<file path="src/rtl/cpu4_bus_sequencer.sv">
// cpu4_bus_sequencer: drives the 4-bit CPU tile clock/reset, owns its 64x4 memory,
// and shares that memory with a host port under run/halt/step/breakpoint control.
module cpu4_bus_sequencer #(
  parameter int HALF_PERIOD = 2,
  parameter int CYC_W       = 16
) (
  input  logic             clk,
  input  logic             rst_n,
  output logic [7:0]       cpu_io_in,
  input  logic [7:0]       cpu_io_out,
  input  logic             run,
  input  logic             step,
  input  logic             cpu_rst,
  input  logic             bp_en,
  input  logic [5:0]       bp_addr,
  input  logic             host_valid,
  output logic             host_ready,
  input  logic             host_we,
  input  logic [5:0]       host_addr,
  input  logic [3:0]       host_wdata,
  output logic [3:0]       host_rdata,
  output logic             host_rvalid,
  output logic [1:0]       state_o,
  output logic [CYC_W-1:0] cyc_count
);
  typedef enum logic [1:0] {IDLE, RUN_LO, RUN_HI, HALT} state_t;
  localparam logic [3:0] LAST = 4'(HALF_PERIOD - 1);
  logic [3:0] mem [64];
  state_t state_q, state_d;
  logic [3:0] phase_q, phase_d, data_q, data_d, hist1_q, hist1_d, hist0_q, hist0_d, rdata_q, rdata_d;
  logic skip_q, skip_d, pend_q, pend_d, stepc_q, stepc_d, rvalid_q, rvalid_d;
  logic [CYC_W-1:0] cyc_q, cyc_d;
  logic mem_we;
  logic [5:0] mem_wa;
  logic [3:0] mem_wd, cpu_nib;
  logic accept, wcyc, bp_hit, rst_req, unused_io;
  assign wcyc       = cpu_io_out[6];
  assign cpu_nib    = mem[cpu_io_out[5:0]];
  assign host_ready = state_q == IDLE || state_q == HALT;
  assign accept     = host_valid && host_ready;
  assign rst_req    = pend_q || cpu_rst;
  assign bp_hit     = bp_en && !wcyc && cpu_io_out[5:0] == bp_addr && !skip_q;
  assign unused_io  = cpu_io_out[7];
  // Host accesses only happen in IDLE/HALT and CPU accesses only in RUN_LO, so one write port suffices.
  always_comb begin
    state_d  = state_q;
    phase_d  = phase_q;
    data_d   = data_q;
    hist1_d  = hist1_q;
    hist0_d  = hist0_q;
    skip_d   = skip_q;
    pend_d   = pend_q;
    stepc_d  = stepc_q;
    cyc_d    = cyc_q;
    rdata_d  = accept && !host_we ? mem[host_addr] : rdata_q;
    rvalid_d = accept && !host_we;
    mem_we   = accept && host_we;
    mem_wa   = host_addr;
    mem_wd   = host_wdata;
    case (state_q)
      IDLE: if (run) begin
        state_d = RUN_LO;
        phase_d = '0;
        hist1_d = '0;
        hist0_d = '0;
        cyc_d   = '0;
        pend_d  = 1'b0;
        stepc_d = 1'b0;
      end
      RUN_LO: begin
        pend_d  = rst_req;
        phase_d = phase_q + 4'd1;
        if (phase_q == '0) begin
          skip_d = 1'b0;
          if (wcyc) begin
            mem_we = 1'b1;
            mem_wa = {hist1_q[1:0], hist0_q};
            mem_wd = cpu_io_out[3:0];
          end else begin
            data_d  = cpu_nib;
            hist1_d = hist0_q;
            hist0_d = cpu_nib;
          end
          if (bp_hit) begin
            state_d = HALT;
            phase_d = '0;
          end
        end else if (phase_q == LAST) begin
          state_d = RUN_HI;
          phase_d = '0;
          cyc_d   = &cyc_q ? cyc_q : cyc_q + 1'b1;
        end
      end
      RUN_HI: begin
        pend_d  = rst_req;
        phase_d = phase_q + 4'd1;
        if (phase_q == LAST) begin
          phase_d = '0;
          pend_d  = 1'b0;
          state_d = rst_req ? IDLE : run && !stepc_q ? RUN_LO : HALT;
        end
      end
      HALT: if (rst_req || run || step) begin
        skip_d  = 1'b1;
        pend_d  = 1'b0;
        stepc_d = !run;
        phase_d = '0;
        state_d = rst_req ? IDLE : RUN_LO;
      end
      default: ;
    endcase
  end
  always_ff @(posedge clk or negedge rst_n) begin
    if (!rst_n) begin
      state_q  <= IDLE;
      phase_q  <= '0;
      data_q   <= '0;
      hist1_q  <= '0;
      hist0_q  <= '0;
      rdata_q  <= '0;
      skip_q   <= 1'b0;
      pend_q   <= 1'b0;
      stepc_q  <= 1'b0;
      rvalid_q <= 1'b0;
      cyc_q    <= '0;
    end else begin
      state_q  <= state_d;
      phase_q  <= phase_d;
      data_q   <= data_d;
      hist1_q  <= hist1_d;
      hist0_q  <= hist0_d;
      rdata_q  <= rdata_d;
      skip_q   <= skip_d;
      pend_q   <= pend_d;
      stepc_q  <= stepc_d;
      rvalid_q <= rvalid_d;
      cyc_q    <= cyc_d;
    end
  end
  always_ff @(posedge clk) begin
    if (mem_we) mem[mem_wa] <= mem_wd;
  end
  assign cpu_io_in   = {2'b00, data_q, state_q == IDLE, state_q == RUN_HI};
  assign host_rdata  = rdata_q;
  assign host_rvalid = rvalid_q;
  assign state_o     = state_q;
  assign cyc_count   = cyc_q;
endmodule

</file>
<file path="config.mk">
export PLATFORM = sky130hd
export DESIGN_NAME = cpu4_bus_sequencer
export DESIGN_NICKNAME = d
export VERILOG_FILES = /design/src/rtl/cpu4_bus_sequencer.sv
export SDC_FILE = /design/constraint.sdc
export NUM_CORES = 1
export LEC_CHECK = 0
export ABC_AREA = 1
export CORE_ASPECT_RATIO = 1.4
export CORE_UTILIZATION = 50
export DETAILED_ROUTE_END_ITERATION = 6
export PLACE_DENSITY = 0.74
export RECOVER_POWER = 25
export SLEW_MARGIN = 20
export SYNTH_ARGS = -nofsm -noshare
export SYNTH_HDL_FRONTEND = slang
export SYNTH_SLANG_ARGS = --single-unit
</file>
<file path="constraint.sdc">
create_clock -name clk -period 6.4 [get_ports clk]
set_input_delay 0.96 -clock clk [delete_from_list [all_inputs] [get_ports clk]]
set_output_delay 0.96 -clock clk [all_outputs]
set_load 0.05 [all_outputs]
</file>
==> Word-level counts from Yosys, hierarchy flattened <==
Memories as Yosys holds them, arrays and structs flattened. A register that Yosys moved wholly into a read port is not among the register bits.
Cells that the tools add are included.
{ "totals": {"latch_bits": 0, "out_inout_bits": 32, "mem_bits_ro": 0, "mem_bits_rw": 256, "reg_bits": 36, "mem_count": 1} }
{ "op_classes": {"magnitude_cmp": 0, "multipliers": 0, "n_reduce_logical": 30, "n_eq_ne": 15, "div_mod_pow": 0, "addsub": 2, "shifts": 0, "muxes": 47, "n_bitwise": 1} }
{ "mem_list": {"columns": ["memory", "depth", "width", "read_ports", "rd_clocked_by_memory_dff", "wr", "line_no", "text"], "rows": [
  ["mem", 64, 4, 2, 1, 1, "28", "logic [3:0] mem [64];"]
]} }
{ "ops": {"columns": ["op", "count"], "rows": [
  ["$mux 16", 4],
  ["$mux 4", 10],
  ["$pmux 16 s2", 1],
  ["$mux 2", 10],
  ["$mux 6", 3],
  ["$add 16x1->16 const B", 1],
  ["$pmux 4 s4", 1],
  ["$reduce_and 16->1", 1],
  ["$mux 1", 12],
  ["$ne 2x2->1 const B", 5],
  ["$reduce_and 5->1", 2],
  ["$reduce_and 3->1", 3],
  ["$pmux 2 s4", 1],
  ["$pmux 4 s2", 1],
  ["$logic_and 1x1->1", 7],
  ["$eq 6x6->1", 1],
  ["$logic_not 1->1", 6],
  ["$ne 2x1->1 const B", 3],
  ["$ne 3x3->1 const B", 2],
  ["$reduce_bool 2->1", 3],
  ["$add 4x1->4 const B", 1],
  ["$eq 2x2->1 const B", 2],
  ["$eq 4x1->1 const B", 1],
  ["$logic_not 4->1", 1],
  ["9 further kinds", 13]
]} }

==> Longest topological paths before layout <==
Gate-level depths: netlist (run 1).
{ "logic_depth": {"ltp_word": 9, "depth_mapped": 13} }

==> Worst setup path before layout (run 1) <==
OpenSTA, ideal clock, no wires.
{ "synth_timing": {"kind": "in2reg", "start": "input cpu_io_out[3]", "end": "memory mem[0][3] (data pin)", "path_stages": 4, "path_slack_ns": 1.484, "required_ns": 5.698, "path_buffers": 2, "arrival_time_ns": 4.215, "setup_time_ns": 0.702, "path_cell_list": "clkbuf_1 > clkinv_1 > clkbuf_1 > o21ai_0"} }
{ "synth_between": {"elab_chain_cells": 3} }
{ "synth_lines": {"columns": ["element", "line_no", "text"], "rows": [
  ["start: declaration", "10", "input logic [7:0] cpu_io_out,"],
  ["$mux 4", "75", "if (wcyc) begin"],
  ["$mux 4", "73", "if (phase_q == '0) begin"],
  ["$mux 4", "60", "case (state_q)"],
  ["via mem_wd[3]", "35", "logic [3:0] mem_wd, cpu_nib;"],
  ["end: declaration", "28", null]
]} }
The timed path passes the listed nets, and every way through them passes these cells.

==> Worst setup path in the final report (run 1) <==
{ "layout_timing": {"start": "register state_q[1], in the netlist state_o[1]", "end": "memory mem[52][3] (data pin)"} }
{ "layout_between": {"elab_chain_cells": 2} }
{ "layout_lines": {"columns": ["element", "line_no", "text"], "rows": [
  ["start: declaration", "29", "state_t state_q, state_d;"],
  ["start signal: assignment", "127", "state_q <= state_d;"],
  ["$eq 2x1->1", "60", null],
  ["$mux 4", "60", null],
  ["via mem_wd[3]", "35", null]
]} }
The timed path passes the listed nets, and every way through them passes these cells.

==> out/qor.yml, run 1 <==
yosys.area_share.simple: 0.376
ir_worst_vdd_v: 0.000249
hold_viol: 0
vias: 13700
setup_ws_ps: 1650
drcViolationCount: 0
fin_setup_tns_ps: 0
final_util: 0.559
io_buffers: 60
maxSlewViolCount: 122
antenna_found_initial: 1
period_minus_slack_ps: 4750
grt_max_degree: 81
synth_top_family_by_area: "simple AND/OR/NAND/NOR gates"
drive_above_1_share: 0.0444
nets: 1891
yosysWarningCount: 0
clkPwrFrac: 0.291
io_pins: 64
synth_ff_type: "edfxtp_1"
dp_hpwl_mm: 29.3
p_switching_mw: 1.81
internal_power_mw: 3.49
critPathTopFamily: "compound AO/OA/AOI/OAI gates"
clock_skew_ps: 19.5
clk_latency_ps: 550
synthAdderAreaFrac: 0.00640
seq_power_share: 0.449
fmax_mhz: 211
vias_per_cell: 6.06
antenna_cells: 0
crit_arrival_ps: 5050
coreArea_sq_um: 30800
die_area_sq_um: 32000
die_y_um: 211
synthTopCellsByArea: "edfxtp_1 (49%), nand2_1 (18%), nand3_1 (15%)"
setup_viol: 0
cp_cell_sequence: "inv_1, ha_1, nand2_1, nor2_8, inv_1, o21ai_1, buf_4"
row_count: 76
min_path_type: "register to register"
clock_path_buffers: 3
wl_mm: 46.8
avgRoutedWirePerCell_um: 20.7
yosysTopAreaCell: "edfxtp_1"
avgSynthCellArea_sq_um: 8.43
slew-limit-headroom: -0.669
root_buffer: "clkbuf_16"
min_period_over_period: 0.742
end_kind: "register"
final_common_cell: "nand2_1"
syn_area_sq_um: 15600
async_flop_share: 0.135
synth-compound-area-share: 0.0122
critPathMaxStageDelay_ps: 1970
place_congestion: 0.926
p_per_area_nw_per_um2: 308
mostFrequentLayoutCells: "nand2_1 (744), nand3_1 (479), edfxtp_1 (256)"
violations: "capacitance limit, slew limit"
syn2layout_area_growth_pct: 10.1
cap_violations: 4
overflow: 0
rsz0062_at_grt: "false"
worstSetupStartpointType: "register"
syn_inst: 1855
tritoncts: "done"
ys_seq_area_frac: 0.555
cp_max_fo: 34
crit_slowest_cell: "o21ai_1"
numCtsBuffers: 27
synth_cell_type_count: 41
ys_ff_latch: 296
cp_num_buf_inv: 3
cp_common_cell: "inv_1"
grt_first_pass_wirelength_mm: 72.4
outcome: "finished with violations"
cts_hold_buf: 0
tightest_slew_ps: 2490
die_w_um: 151
clkSlewWorstSetupHoldPaths_ps: 70
synth_top_cell_area_share: 0.491
leakage_nw: 6.91
cp.required_ps: 6710
post-cts-setup-buffer-count: 0
combPwrFrac: 0.260
cts_resized: 0
synth_edf_count: 256
dr.pass1.iters: 6
initial_utilization: 0.508
first_global_vias: 13200
cts.sinks: 296
ant_nets: 0
synth_xor_area_frac: 0.0101
switching_share: 0.342
drt_iter0_drc: 1680
grt_usage: 0.300
htree_levels: 1
crit_type: "register to register"
dp_slack_ps: 2110
muxShareOfSynthArea: 0
-- cells in the mapped netlist (2+ instances only) --
cell type	count
inv_1	38
edfxtp_1	256
inv_2	4
nand4_1	6
clkinv_1	3
nor2_1	92
nor3_1	4
buf_1	16
buf_4	3
ha_1	8
dfrtp_1	40
xor2_1	15
xnor2_1	3
o21ai_0	16
nand3_2	2
nand2_4	2
nand4_4	8
buf_2	6
o21ai_2	4
clkbuf_1	86
nand2_1	743
nand3_1	478
a21oi_1	3
o31ai_1	2
-- power by group through the flow --
stage	clock (mW)	sequential (mW)	combinational (mW)
2_1_floorplan	0	2.55	0.797
3_3_place_gp	0	2.42	1.36
3_5_place_dp	0	2.42	1.38
4_1_cts	1.55	2.38	1.39
5_1_grt	1.62	2.39	1.48
6_report	1.54	2.38	1.38
-- area by class of cell --
class,instances,area (sq um)
clock buffers,37,744
clock inverters,10,71.3
fillers,2707,13600
inverters,46,180
multi-input cells,1402,6340
flip-flops and latches,296,8690
well taps,390,488
repair buffers,78,714
-- tightest hold or removal path, cell delays in order, from the launching register on --
cell and delay [ps]:
dfrtp_1 340, nand2_1 50, nand2_1 50
-- metal layers --
metal | routed length (um) | up-vias | GRT usage
li1 | - | 6252 | -
met1 | 16200 | 6424 | 0.357
met2 | 23000 | 840 | 0.506
met3 | 4730 | 170 | 0.0488
met4 | 2790 | 2 | 0.178
met5 | 10 | - | 0
-- state kept, by name, indices dropped and copies added, names as in the netlist --
| signal | flops |
|---|---|
| mem | 256 |
| cyc_count | 16 |
| data_q | 4 |
| hist0_q | 4 |
| host_rdata | 4 |
| phase_q | 4 |
| hist1_q | 2 |
| state_o | 2 |
| host_rvalid | 1 |
| pend_q | 1 |
| skip_q | 1 |
| stepc_q | 1 |
-- metrics by stage --
step	power, mW	hold slack, ps	cells	area [sq um]
floorplan	3.35	441	1856	15600
global placement	3.78	461	2212	16400
detailed placement	3.80	465	2212	16400
CTS	5.32	483	2259	17300
global route	5.49	497	2259	17200
finish	5.30	481	2259	17200
-- path summary, 6_finish.rpt --
check / slack, ps / to / depth (start not counted) / startpoint
max: 1650 / mem[52][3] / 7 / state_o[1]
min reg2reg: 480 / data_q[3] / 2 / data_q[3]
max in group asynchronous: 4030 / cyc_count[3] / 1 / rst_n
max reg2reg: 1650 / mem[52][3] / 7 / state_o[1]
min: 480 / data_q[3] / 2 / data_q[3]
min in group asynchronous: 1060 / pend_q / 1 / rst_n
-- kinds of logic after synthesis --
kind of cell             Yosys count
AND/OR/NAND/NOR                 1344
flip-flops                       296
buffers and inverters            158
AO/OA/AOI/OAI                     30
XOR/XNOR                          18
adder cells (fa/ha/maj)            8
other                              1
(Power assumes the default switching activity.)
==> run 2: changes to the inputs <==
==> constraint.sdc (replaced) <==
create_clock -name clk -period 4.55 [get_ports clk]
set_input_delay 0.6825 -clock clk [delete_from_list [all_inputs] [get_ports clk]]
set_output_delay 0.6825 -clock clk [all_outputs]
set_load 0.05 [all_outputs]
==> run 2 against run 1 <==
The flow still finishes with violations (capacitance limit, slew limit). First-iteration DRC count is 0.48% lower. Register-to-register slack worse by 820 ps. Worst setup slack worse by 820 ps. Non-clock buffer count is 8 higher. Core utilization is 0.50 points higher. Critical path depth is 1 higher.
==> out/qor.yml, run 2 (same netlist as run 1, synthesis figures left out) <==
outcome: "finished with violations"
violations: "capacitance limit, slew limit"
period_minus_slack_ps: 3710  # -1030 ps
regMostFlops: "mem"
place_congestion: 0.927  # about the same
vias: 13900  # +1.2%
multi_input_area_sq_um: 6360  # +0.32%
io_pins: 64  # unchanged
p_per_area_nw_per_um2: 437  # +42%
grt_max_degree: 102  # +26%
tritoncts: "done"
clock_skew_ps: 13.3  # -6.22 ps
die_area_sq_um: 32000  # unchanged
hold_viol: 0  # unchanged
syn2layout_area_growth_pct: 11.1
dp_hpwl_mm: 29.7  # +1.6%
dpl_cell_area_sq_um: 16500  # +0.44%
rsz0062_at_grt: "false"
avgRoutedWirePerCell_um: 20.7  # +0.11%
setup_viol: 0  # unchanged
grtUsageMet1: 0.359  # +0.00279
grt_usage: 0.299  # -0.000508
wl_mm: 47.0  # +0.55%
drcViolationCount: 0  # unchanged
grt_first_pass_wirelength_mm: 72.2  # -0.19%
slew-limit-headroom: -0.492  # +0.177
busiest_layer: "met2"
drive_above_1_share: 0.0559  # +0.0115
row_count: 76  # unchanged
clk_latency_ps: 560  # about the same
io_buffers: 60  # unchanged
cts_resized: 0  # unchanged
met3_usage: 0.0434  # -0.00540
post-cts-setup-buffer-count: 0  # unchanged
fin_hold_ws_ps: 487  # +5.54 ps
root_buffer: "clkbuf_16"
drt_iter0_drc: 1672  # -0.48%
cap_violations: 2  # -2
seq_area_sq_um: 8690  # unchanged
first_global_vias: 13200  # -0.26%
numCtsBuffers: 27  # unchanged
tightest_slew_ps: 2240  # -249 ps
clkSlewWorstSetupHoldPaths_ps: 70  # about the same
largest_reg_flops: 256  # unchanged
crit_arrival_ps: 3920  # -1130 ps
coreArea_sq_um: 30800  # unchanged
antenna_cells: 0  # unchanged
grt_util_met2: 0.499  # -0.00693
vias_per_cell: 6.11  # +0.78%
ir_worst_vdd_v: 0.000364  # +46%
antenna_found_initial: 0  # -1
cp_max_fo: 12  # -65%
end_kind: "register"
cts_hold_buf: 0  # unchanged
ant_nets: 0  # unchanged
initial_utilization: 0.508  # unchanged
leakage_nw: 6.99  # +1.2%
hold_start: "data_q[2]"
htree_levels: 1  # unchanged
overflow: 0  # unchanged
fin_setup_tns_ps: 0  # unchanged
final_common_cell: "nand2_1"
num-fill-cells: 2639  # -2.5%
cp.required_ps: 4760  # -1950 ps
maxSlewViolCount: 60  # -51%
crit_type: "register to register"
mostFrequentLayoutCells: "nand2_1 (744), nand3_1 (478), edfxtp_1 (256)"
min_path_type: "register to register"
nets: 1899  # +0.42%
die_w_um: 151  # unchanged
clock_path_buffers: 3  # unchanged
die_y_um: 211  # unchanged
crit_start: "state_o[1]"
cts.sinks: 296  # unchanged
finish.instance_area_sq_um: 17400  # +0.89%
fmax_mhz: 269  # +28%
min_period_over_period: 0.816  # +0.0748
r2r-start: "state_o[1]"
worstSetupStartpointType: "register"
dr.pass1.iters: 6  # unchanged
==> run 2: changes by cell type in the layout (fill, tap and decap cells not counted), moves of 2 or more <==
cell / change
clkinv_2: +4
clkbuf_8: +3
clkbuf_1: -2
inv_6: +2
buf_4: +5
clkinv_1: -5
o21ai_1: -2
o21ai_2: +3
==> run 2: where the power goes <==
group	switching, mW	internal (mW)
Sequential	0.0811	3.26
Combinational	1.50	0.460
Clock	1.01	1.28
==> run 2: stage by stage <==
stage	instances	util	power (mW)	worst slack (ps)
2_1_floorplan	1856	-	4.71	-121
3_3_place_gp	2220	0.536	5.33	1030
3_5_place_dp	2220	0.536	5.37	923
4_1_cts	2269	0.565	7.62	1140
5_1_grt	2269	0.564	7.86	652
6_report	2269	0.564	7.60	835
==> run 2: worst paths after layout <==
check | end | slack [ps] | depth (start not counted)
max in group asynchronous | cyc_count[1] | 2470 | 1
hold / removal | data_q[2] | 490 | 2
hold reg to reg | data_q[2] | 490 | 2
min in group asynchronous | stepc_q | 780 | 1
setup / recovery | mem[41][3] | 840 | 8
setup reg to reg | mem[41][3] | 840 | 8
==> run 2: final cells by class <==
class                   instances  area share
clock inverters                13     0.00734
multi-input cells            1402       0.366
repair buffers                 86      0.0453
well taps                     390      0.0281
clock buffers                  36      0.0431
flip-flops and latches        296       0.500
inverters                      46      0.0104
==> run 2: critical path, stage by stage (launching register included) <==
cell     delay, ps
dfrtp_1        430
inv_1          130
ha_1           490
nand2_1        300
nor2_8         230
inv_1          350
o21ai_4        530
nand4_4        420
nor2_1         480
==> run 2: metal layers <==
layer / part of all wire / vias to the layer above
li1: - / 6268
met1: 0.36 / 6569
met2: 0.49 / 835
met3: 0.089 / 184
met4: 0.062 / 0
met5: 0 / -
